File: config.mk
export PLATFORM = sky130hd
export DESIGN_NAME = v_update_issue_flat
export DESIGN_NICKNAME = d
export VERILOG_FILES = /design/src/rtl/v_pkg.sv /design/src/rtl/v_update_issue_if.sv /design/src/rtl/v_rr_arb.sv /design/src/rtl/v_update_issue.sv /design/src/flat_wrapper.sv
export SDC_FILE = /design/constraint.sdc
export NUM_CORES = 1
export LEC_CHECK = 0
export BUFFER_PORTS_ARGS = -buffer_cell sky130_fd_sc_hd__clkbuf_2
export CORE_ASPECT_RATIO = 2
export CORE_MARGIN = 4
export CORE_UTILIZATION = 53
export CTS_CLUSTER_SIZE = 10
export DETAILED_ROUTE_END_ITERATION = 6
export PLACE_DENSITY = 0.9
export SYNTH_ARGS = -nofsm -noshare
export SYNTH_HDL_FRONTEND = slang
export SYNTH_SLANG_ARGS = --single-unit
File: constraint.sdc
create_clock -name clk -period 4.6 [get_ports clk]
set_clock_uncertainty 0.15 [all_clocks]
set_input_delay 0.92 -clock clk [delete_from_list [all_inputs] [get_ports clk]]
set_output_delay 0.92 -clock clk [all_outputs]
set_load 0.1 [all_outputs]
File: src/rtl/v_pkg.sv
// Shared types for the list update bus.
// Carries the command/key/size/id field types, the default hazard depth of the
// update pipe, and the packed per-producer request payload.
package v_pkg;

  typedef logic [1:0] cmd_t;
  typedef logic [7:0] key_t;
  typedef logic [3:0] size_t;
  typedef logic [2:0] id_t;

  // Read-to-write depth of v_update_pipe. A key must not be re-issued while
  // its previous update is still inside this window.
  localparam int UPD_HAZARD_CYCLES = 3;

  typedef struct packed {
    cmd_t  cmd;
    key_t  key;
    size_t size;
  } upd_req_t;

endpackage

File: src/rtl/v_update_issue_if.sv
// Bundle of producer request handshakes and the registered update bus.
//   i_req_*   : per-producer request vectors (producer side drives)
//   o_req_rdy : per-producer accept (issuer drives, combinational)
//   o_upd_*_r : registered update bus toward v_update_pipe
//   o_idle    : issuer has nothing pending, no hazard window open, bus idle
//
// Handshake: a request from producer p transfers in the cycle where
// i_req_vld[p] and o_req_rdy[p] are both high. A producer may hold vld with a
// stable payload until accepted, or drop it (the request is then lost).
// i_req_vld must not depend combinationally on o_req_rdy. The update bus has
// no ready: o_upd_vld_r marks a one-cycle transaction and the data fields are
// meaningful only while it is high.
interface v_update_issue_if #(
  parameter int PROD_N = 4
);

  logic        [PROD_N-1:0] i_req_vld;
  v_pkg::cmd_t [PROD_N-1:0] i_req_cmd;
  v_pkg::key_t [PROD_N-1:0] i_req_key;
  v_pkg::size_t [PROD_N-1:0] i_req_size;
  logic        [PROD_N-1:0] o_req_rdy;

  logic         o_upd_vld_r;
  v_pkg::id_t   o_upd_prod_id_r;
  v_pkg::cmd_t  o_upd_cmd_r;
  v_pkg::key_t  o_upd_key_r;
  v_pkg::size_t o_upd_size_r;
  logic         o_idle;

  modport master (
    output i_req_vld, i_req_cmd, i_req_key, i_req_size,
    input  o_req_rdy, o_upd_vld_r, o_upd_prod_id_r, o_upd_cmd_r,
           o_upd_key_r, o_upd_size_r, o_idle
  );

  modport slave (
    input  i_req_vld, i_req_cmd, i_req_key, i_req_size,
    output o_req_rdy, o_upd_vld_r, o_upd_prod_id_r, o_upd_cmd_r,
           o_upd_key_r, o_upd_size_r, o_idle
  );

endinterface

File: src/rtl/v_rr_arb.sv
// Combinational round-robin arbiter.
//   req     : request vector
//   ptr     : highest-priority index; search runs upward from here with wrap
//   gnt     : one-hot grant (all zero when no request)
//   gnt_idx : encoded grant index (0 when no request)
// The pointer register lives in the instantiating block.
module v_rr_arb #(
  parameter  int N  = 4,
  localparam int IW = $clog2(N)
) (
  input  logic [N-1:0]  req,
  input  logic [IW-1:0] ptr,
  output logic [N-1:0]  gnt,
  output logic [IW-1:0] gnt_idx
);

  logic [IW-1:0] idx;
  logic          found;

  always_comb begin
    gnt     = '0;
    gnt_idx = '0;
    found   = 1'b0;
    idx     = '0;
    for (int i = 0; i < N; i++) begin
      idx = IW'((int'(ptr) + i) % N);
      if (!found && req[idx]) begin
        gnt[idx] = 1'b1;
        gnt_idx  = idx;
        found    = 1'b1;
      end
    end
  end

endmodule

File: src/rtl/v_update_issue.sv
// Update bus transmitter: round-robin issue of producer requests onto the
// registered update bus, with a per-producer hazard window so one producer
// cannot re-issue while its last update is inside the pipe's RMW window.
//   clk, rst : clock, synchronous active-high reset
//   bus      : v_update_issue_if slave (requests in, update bus out)
module v_update_issue
  import v_pkg::*;
#(
  parameter int PROD_N        = 4,
  parameter int HAZARD_CYCLES = UPD_HAZARD_CYCLES
) (
  input logic             clk,
  input logic             rst,
  v_update_issue_if.slave bus
);

  localparam int IW = $clog2(PROD_N);
  // A zero-cycle window still needs a 1-bit counter to keep widths legal;
  // it is then loaded with 0 and never leaves 0.
  localparam int HW = (HAZARD_CYCLES > 0) ? $clog2(HAZARD_CYCLES + 1) : 1;
  localparam logic [HW-1:0] HZ_LOAD = HW'(HAZARD_CYCLES);

  if (PROD_N < 2 || PROD_N > (1 << $bits(id_t))) begin : g_bad_prod_n
    $error("v_update_issue: PROD_N must be in 2..2**$bits(id_t)");
  end

  logic [HW-1:0]         hz_q [PROD_N];
  logic [HW-1:0]         hz_d [PROD_N];
  logic [IW-1:0]         ptr_q, ptr_d;
  logic                  vld_q, vld_d;
  id_t                   id_q, id_d;
  upd_req_t              pl_q, pl_d;

  logic [PROD_N-1:0]     elig;
  logic [PROD_N-1:0]     gnt;
  logic [PROD_N-1:0]     rdy;
  logic [IW-1:0]         gnt_idx;
  upd_req_t [PROD_N-1:0] req_pl;
  logic                  hz_busy;

  always_comb begin
    elig   = '0;
    req_pl = '0;
    for (int p = 0; p < PROD_N; p++) begin
      // A counter that reaches 0 this cycle already allows a grant.
      elig[p]   = bus.i_req_vld[p] && (hz_q[p] == '0);
      req_pl[p] = '{cmd: bus.i_req_cmd[p], key: bus.i_req_key[p], size: bus.i_req_size[p]};
    end
  end

  v_rr_arb #(.N(PROD_N)) u_arb (
    .req     (elig),
    .ptr     (ptr_q),
    .gnt     (gnt),
    .gnt_idx (gnt_idx)
  );

  // No accepts while in reset: nothing may be taken that reset then discards.
  assign rdy = rst ? '0 : gnt;

  always_comb begin
    ptr_d = ptr_q;
    vld_d = |rdy;
    id_d  = id_q;
    pl_d  = pl_q;
    if (|rdy) begin
      ptr_d = (gnt_idx == IW'(PROD_N - 1)) ? '0 : gnt_idx + 1'b1;
      id_d  = id_t'(gnt_idx);
      pl_d  = req_pl[gnt_idx];
    end
    for (int p = 0; p < PROD_N; p++) begin
      hz_d[p] = hz_q[p];
      if (rdy[p]) begin
        hz_d[p] = HZ_LOAD;
      end else if (hz_q[p] != '0) begin
        hz_d[p] = hz_q[p] - 1'b1;
      end
    end
  end

  always_comb begin
    hz_busy = 1'b0;
    for (int p = 0; p < PROD_N; p++) begin
      hz_busy = hz_busy | (hz_q[p] != '0);
    end
  end

  always_ff @(posedge clk) begin
    if (rst) begin
      ptr_q <= '0;
      vld_q <= 1'b0;
      id_q  <= '0;
      pl_q  <= '0;
      for (int p = 0; p < PROD_N; p++) begin
        hz_q[p] <= '0;
      end
    end else begin
      ptr_q <= ptr_d;
      vld_q <= vld_d;
      id_q  <= id_d;
      pl_q  <= pl_d;
      for (int p = 0; p < PROD_N; p++) begin
        hz_q[p] <= hz_d[p];
      end
    end
  end

  assign bus.o_req_rdy       = rdy;
  assign bus.o_upd_vld_r     = vld_q;
  assign bus.o_upd_prod_id_r = id_q;
  assign bus.o_upd_cmd_r     = pl_q.cmd;
  assign bus.o_upd_key_r     = pl_q.key;
  assign bus.o_upd_size_r    = pl_q.size;
  assign bus.o_idle          = ~(|bus.i_req_vld) & ~hz_busy & ~vld_q;

endmodule

File: src/flat_wrapper.sv
// flat-port wrapper written by rule: the top's interface ports become plain ports
module v_update_issue_flat import v_pkg::*;
#(
  parameter int PROD_N        = 4,
  parameter int HAZARD_CYCLES = UPD_HAZARD_CYCLES
)
  (clk, rst, bus_i_req_vld, bus_i_req_cmd, bus_i_req_key, bus_i_req_size, bus_o_req_rdy, bus_o_upd_vld_r, bus_o_upd_prod_id_r, bus_o_upd_cmd_r, bus_o_upd_key_r, bus_o_upd_size_r, bus_o_idle);
  v_update_issue_if #(.PROD_N(PROD_N)) bus_i ();
  input logic clk;
  input logic rst;
  input wire logic [$bits(bus_i.i_req_vld)-1:0] bus_i_req_vld;
  input wire logic [$bits(bus_i.i_req_cmd)-1:0] bus_i_req_cmd;
  input wire logic [$bits(bus_i.i_req_key)-1:0] bus_i_req_key;
  input wire logic [$bits(bus_i.i_req_size)-1:0] bus_i_req_size;
  output wire logic [$bits(bus_i.o_req_rdy)-1:0] bus_o_req_rdy;
  output wire logic [$bits(bus_i.o_upd_vld_r)-1:0] bus_o_upd_vld_r;
  output wire logic [$bits(bus_i.o_upd_prod_id_r)-1:0] bus_o_upd_prod_id_r;
  output wire logic [$bits(bus_i.o_upd_cmd_r)-1:0] bus_o_upd_cmd_r;
  output wire logic [$bits(bus_i.o_upd_key_r)-1:0] bus_o_upd_key_r;
  output wire logic [$bits(bus_i.o_upd_size_r)-1:0] bus_o_upd_size_r;
  output wire logic [$bits(bus_i.o_idle)-1:0] bus_o_idle;
  assign bus_i.i_req_vld = bus_i_req_vld;
  assign bus_i.i_req_cmd = bus_i_req_cmd;
  assign bus_i.i_req_key = bus_i_req_key;
  assign bus_i.i_req_size = bus_i_req_size;
  assign bus_o_req_rdy = bus_i.o_req_rdy;
  assign bus_o_upd_vld_r = bus_i.o_upd_vld_r;
  assign bus_o_upd_prod_id_r = bus_i.o_upd_prod_id_r;
  assign bus_o_upd_cmd_r = bus_i.o_upd_cmd_r;
  assign bus_o_upd_key_r = bus_i.o_upd_key_r;
  assign bus_o_upd_size_r = bus_i.o_upd_size_r;
  assign bus_o_idle = bus_i.o_idle;
  v_update_issue #(.PROD_N(PROD_N), .HAZARD_CYCLES(HAZARD_CYCLES)) u_core (.clk(clk), .rst(rst), .bus(bus_i));
endmodule
-- Word level (Yosys, flattened, before mapping)
Memories as Yosys holds them, arrays and structs flattened.
Index checks and enable logic that the tools add are counted.
- bits of input ports: 62
- logic and storage cells: 110
- bits in writable memories: 8
- register bits: 19
- memories kept: 1
- output and inout port bits: 23
- $add $sub $neg: 8
- reduce and logical (&&, ||, !) cells: 24
- bitwise gates (word level): 15
- order comparisons: 9
- eq/ne operators: 1
- mux-type cells: 46
- memories (name ; words ; bits a word ; read ports ; clocked after Yosys merged registers in ; write ports ; line ; text):
    u_core.hz_q ; 4 ; 2 ; 4 ; 0 ; 4 ; v_update_issue.sv:27 ; logic [HW-1:0] hz_q [PROD_N];
- operators by type and width (kind ; number):
    $mux W2 ; 17
    $bmux W14 S2 ; 1
    $mux W4 ; 5
    $lt A2 B3 Y1 const B ; 5
    $mux W1 ; 14
    $mux W14 ; 1
    $or A4 B4 Y4 ; 3
    $logic_and A1 B1 Y1 ; 11
    $bmux W1 S2 ; 4
    $demux W1 S2 ; 4
    $ge A2 B1 Y1 const B ; 4
    $logic_not A2 Y1 ; 4
    $reduce_bool A2 Y1 ; 4
    $reduce_or A4 Y1 ; 2
    $sub A2 B1 Y2 const B ; 4
    $or A1 B1 Y1 ; 7
    $add A2 B1 Y2 const B ; 2
    $add A2 B2 Y2 const B ; 2
    $logic_not A1 Y1 ; 3
    $not A1 Y1 ; 3
    $and A1 B1 Y1 ; 2
    $eq A2 B2 Y1 const B ; 1

-- Longest topological paths before layout
An unclocked memory read counts as a cell.
- depth after elaboration: 18
- gate-level depth with buffers: 12
- gate-level depth less buffers: 9

-- Hierarchy
A second synthesis with hierarchy kept.
- cells, all modules: 203
- area total of the unflattened synthesis: 2029.4 sq um
- modules (own cells, without submodules) (module ; sequential area each (sq um) ; instances ; cells each ; area an instance (sq um)):
    v_update_issue ; 540.5 ; 1 ; 157 ; 1610.3
    v_rr_arb ; 0.0 ; 1 ; 46 ; 419.2

-- Worst setup path after synthesis
Ideal clock, no wire load.
- path kind: in2out
- from: input port bus_i_req_vld[2]
- to: output port bus_o_idle
- arrival: 4.368 ns
- buffers on the path: 0
- data required time: 3.530 ns
- cell stages on the path: 3
- path slack: -0.838 ns
- cells stage by stage: nor4bb_1 -> nand3b_1 -> nor4b_1
- longest elaborated chain between the ends: 4
- ends and longest elaborated chain (item ; line ; text):
    from (decl) ; flat_wrapper.sv:11 ; input wire logic [$bits(bus_i.i_req_vld)-1:0] bus_i_req_vld;
    $reduce_or A4 Y1 ; v_update_issue.sv:114 ; assign bus.o_idle = ~(|bus.i_req_vld) & ~hz_busy & ~vld_q;
    $not A1 Y1 ; v_update_issue.sv:114 ;
    $and A1 B1 Y1 (2 in series) ; v_update_issue.sv:114 ;
    to (decl) ; flat_wrapper.sv:21 ; output wire logic [$bits(bus_i.o_idle)-1:0] bus_o_idle;
Every way passes these cells.

-- Worst setup path in the final report
- from: register u_core.ptr_q[1]
- to: output port bus_o_req_rdy[1]
- longest elaborated chain between the ends: 13
- elaborated cells between the ends (all ways): 48
- classes of those cells: add/sub (3); order compare (8); mux (24); bitwise (3); reduce/logical (10)
- ends and longest elaborated chain (item ; line ; text):
    from (decl) ; v_update_issue.sv:29 ; logic [IW-1:0] ptr_q, ptr_d;
    from (signal assigned) ; v_update_issue.sv:98 ; ptr_q <= ptr_d;
    branches (longest 11 deep; another with $lt A2 B3 Y1) ; -- ;
    $mux W4 (*) ; v_rr_arb.sv:27 ; if (!found && req[idx]) begin
    $mux W4 (*) ; v_update_issue.sv:59 ; assign rdy = rst ? '0 : gnt;
    to (decl) ; flat_wrapper.sv:15 ; output wire logic [$bits(bus_i.o_req_rdy)-1:0] bus_o_req_rdy;
Every way passes the cells marked *. The select of a mux whose other input is x is not followed.

==> key figures <==
Pwr
  • Worst IR Drop VDD: 0.699 mV
  • Power density over the cells: 825 mW/mm^2
  • Seq pwr share: 17.8%
  • P_sw: 1230 uW
  • Leak: 0.00136 uW
  • Internal Power: 987 uW
  • Clock power share: 6.1%
  • Switching share of power: 55.4%
  • Combinational share of power: 76.1%

Cells and area
  • Final Core Density: 68.3%
  • Layout cell share with drive strength beyond 1: 38.3%
  • Fin nets: 391
  • Antenna cells: 0
  • Commonest non-fill, non-tap cells in the layout: clkbuf_2, mux2i_1, dfxtp_1
  • Synth-to-layout area growth: 23.4%
  • Commonest non-fill, non-tap cell in the layout: clkbuf_2
  • Filler Cell Count: 340
  • Cell area after layout: 0.00268 mm^2

STA
  • Unrepaired setup endpoints after global routing: no
  • Final hold vios: 0
  • Slew @ Worst Pin: 625 ps
  • Minimum hold slack: 333 ps
  • Final period utilization: 92.6%
  • Max Freq: 235 MHz
  • Total Neg Setup Slack: 0 ps
  • Slew Viols, Final: 0
  • Slew headroom: 58.0%
  • Final setup violation count: 0
  • Min Tclk post-route: 4260 ps

Floorplanning
  • Die Height: 98.5 um
  • Initial Utilization: 55.4%
  • Die W: 53.3 um
  • IO Pins: 85
  • # rows: 32
  • Die area: 0.00525 mm^2
  • Core Area: 0.00392 mm^2

Placement
  • DP Wirelength: 4330 um
  • Port Buffers: 83
  • Routability cong.: 0.872
  • Area after DPL: 0.00263 mm^2

Worst setup path
  • Max stage delay on crit path: 460 ps
  • WS Path Type: flop to output port
  • CP endpoint kind: output port
  • Slowest stage cell, crit path: dfxtp_2
  • Nature of the critical path startpoint: flop
  • Crit path buffers/inverters: 4
  • Highest fanout seen on the critical path: 12
  • WP data required: 3530 ps
  • Largest delay contributor family on the critical path: compound AO/OA/AOI/OAI gates
  • Crit-path cells: inv_2, ha_1, a21bo_2, mux2i_1, and3_1, a311o_1, a211oi_1, buf_4, inv_1, clkbuf_2
  • CP Data Arrival Time: 3190 ps

Clock tree
  • CTS buffer count: 3
  • H-tree Lvls: 1
  • Clock Path Buffers: 2
  • Setup Fix Bufs, Post-CTS: 0
  • CTS tree: built
  • Worst-Skew Late Latency: 270 ps
  • Reg clk slew, reported paths: 90 ps
  • Sink Count: 27
  • Root Buffer Master: clkbuf_8

Global route
  • GR Overflow Total: 0
  • Total Routing Usage GR: 21.9%
  • Initial antenna violation count: 0
  • First-pass GRT wire length: 9020 um
  • Largest net degree at the start of global routing: 32
  • Vias in the first global route: 2141

Synth
  • #FFs+latches synth: 27
  • Sequential element share of the synthesized area: 24.9%
  • YS warnings: 0
  • Mapped Nets: 309
  • Cells after Synth: 235
  • Mean Syn Cell Area: 9.24 um^2
  • Count of different cell masters after synthesis: 45
  • Area of the mapped netlist: 0.00217 mm^2

Job
  • Max-Cap Viols: 0

Route
  • Final ANT Viol Nets: 0
  • Via count of the routed design: 2056
  • Final WL: 5270 um
  • DRC: 0
  • Drt first pass iters: 4
  • Wire per inst: 14.4 um
  • Vias/cell: 5.60
  • Iter 0 DRT Violations: 45

Status
  • Status: finished, final reports clean

Hold path
  • Worst hold path type: flop to flop
[flip-flops by register name (all words and copies together), names as in the netlist]
| name | flops |
|---|---|
| u_core.ptr_q | 2 |
| u_core.bus.o_upd_key_r | 8 |
| u_core.bus.o_upd_vld_r | 1 |
| u_core.hz_q | 8 |
| u_core.bus.o_upd_size_r | 4 |
| u_core.bus.o_upd_cmd_r | 2 |
| u_core.bus.o_upd_prod_id_r | 2 |
[power by group through the flow]
stage | combinational [uW] | sequential, uW | clock (uW)
3_3_place_gp | 1650 | 394 | 0
2_1_floorplan | 1060 | 779 | 0
6_report | 1680 | 394 | 135
4_1_cts | 1700 | 393 | 140
3_5_place_dp | 1690 | 397 | 0
5_1_grt | 1810 | 404 | 149
[stage by stage]
| step | worst slack [ps] | total power (uW) | cells |
|---|---|---|---|
| after floorplan | 543 | 1840 | 235 |
| after global placement | 598 | 2050 | 363 |
| after detailed placement | 477 | 2090 | 363 |
| after CTS | 177 | 2230 | 367 |
| after global routing | 150 | 2370 | 367 |
| final | 340 | 2210 | 367 |
[Yosys cell counts (all sizes together)]
| cell type | instances | share of area [%] |
|---|---|---|
| mux2i | 44 | 20 |
| dfxtp | 27 | 25 |
| nand2b | 19 | 5.5 |
| mux2 | 17 | 8.8 |
| inv | 15 | 2.6 |
| nor2 | 15 | 2.6 |
| o21ai | 14 | 3.4 |
| ha | 12 | 6.9 |
| buf | 7 | 2.6 |
| clkbuf | 6 | 1.0 |
| nand2 | 6 | 1.4 |
| a211oi | 5 | 1.7 |
| and3 | 5 | 1.4 |
| a21oi | 4 | 0.92 |
| a311o | 4 | 1.8 |
| and2 | 4 | 1.2 |
| nor2b | 4 | 1.2 |
| xor2 | 4 | 1.6 |
| mux4 | 2 | 2.1 |
| nand3b | 2 | 0.69 |
| nor3 | 2 | 0.46 |
| a21bo | 1 | 0.46 |
| a221oi | 1 | 0.69 |
| a22oi | 1 | 0.58 |
| a31oi | 1 | 0.29 |
| and4 | 1 | 0.40 |
| conb | 1 | 0.17 |
| nand3 | 1 | 0.23 |
| nand4b | 1 | 0.40 |
| nor4 | 1 | 0.29 |
| nor4b | 1 | 0.40 |
| nor4bb | 1 | 0.46 |
| o2111ai | 1 | 0.69 |
| o211a | 1 | 0.46 |
| o22ai | 1 | 0.29 |
| o31a | 1 | 0.40 |
| o31ai | 1 | 0.35 |
| xnor2 | 1 | 0.40 |
[worst paths after layout]
kind / start / end / slack [ps] / cells past startpoint
min: u_core.bus.o_upd_key_r[1] / u_core.bus.o_upd_key_r[1] / 330 / 2
min reg2reg: u_core.bus.o_upd_key_r[1] / u_core.bus.o_upd_key_r[1] / 330 / 2
max: u_core.ptr_q[1] / bus_o_req_rdy[1] / 340 / 10
max reg2reg: u_core.ptr_q[1] / u_core.ptr_q[0] / 1050 / 10
[layer usage]
layer	up-vias	global-route usage, %	wire [um]
met5	-	0	0
met4	0	12.2	240
met3	22	2.27	288
met2	93	41.3	3010
met1	945	21.3	1730
li1	996	-	-
[tightest hold or removal path, delay by kind of cell (launching register included)]
kind	cells	cell delay, ps
flip-flops	1	320
multiplexers	1	60
AND/OR/NAND/NOR	1	60
[layout make-up]
| class | count | area [um^2] | share of cell area (%) |
|---|---|---|---|
| Sequential cell | 27 | 542 | 20.2 |
| Tap cell | 51 | 63.8 | 2.38 |
| Inverter | 15 | 56.3 | 2.10 |
| Clock buffer | 3 | 41.3 | 1.54 |
| Clock inverter | 1 | 7.51 | 0.280 |
| Multi-Input combinational cell | 180 | 1500 | 56.0 |
| Timing Repair Buffer | 90 | 468 | 17.5 |
[repair_timing]
action / in CTS / in global routing
gates resized for setup: 0 / 1
hold buffers: 0 / 0
setup endpoints to repair: 0 / 1
hold endpoints to repair: 0 / 0
[cells by family after synthesis]
family	synth area share [%]
multiplexers	31.2
AND/OR/NAND/NOR	16.5
AO/OA/AOI/OAI	12.1
buffers and inverters	6.22
flip-flops	24.9
adder cells (fa/ha/maj)	6.91
XOR/XNOR	2.02
other	0.173
Note: power is estimated with default switching activity, not from simulation.
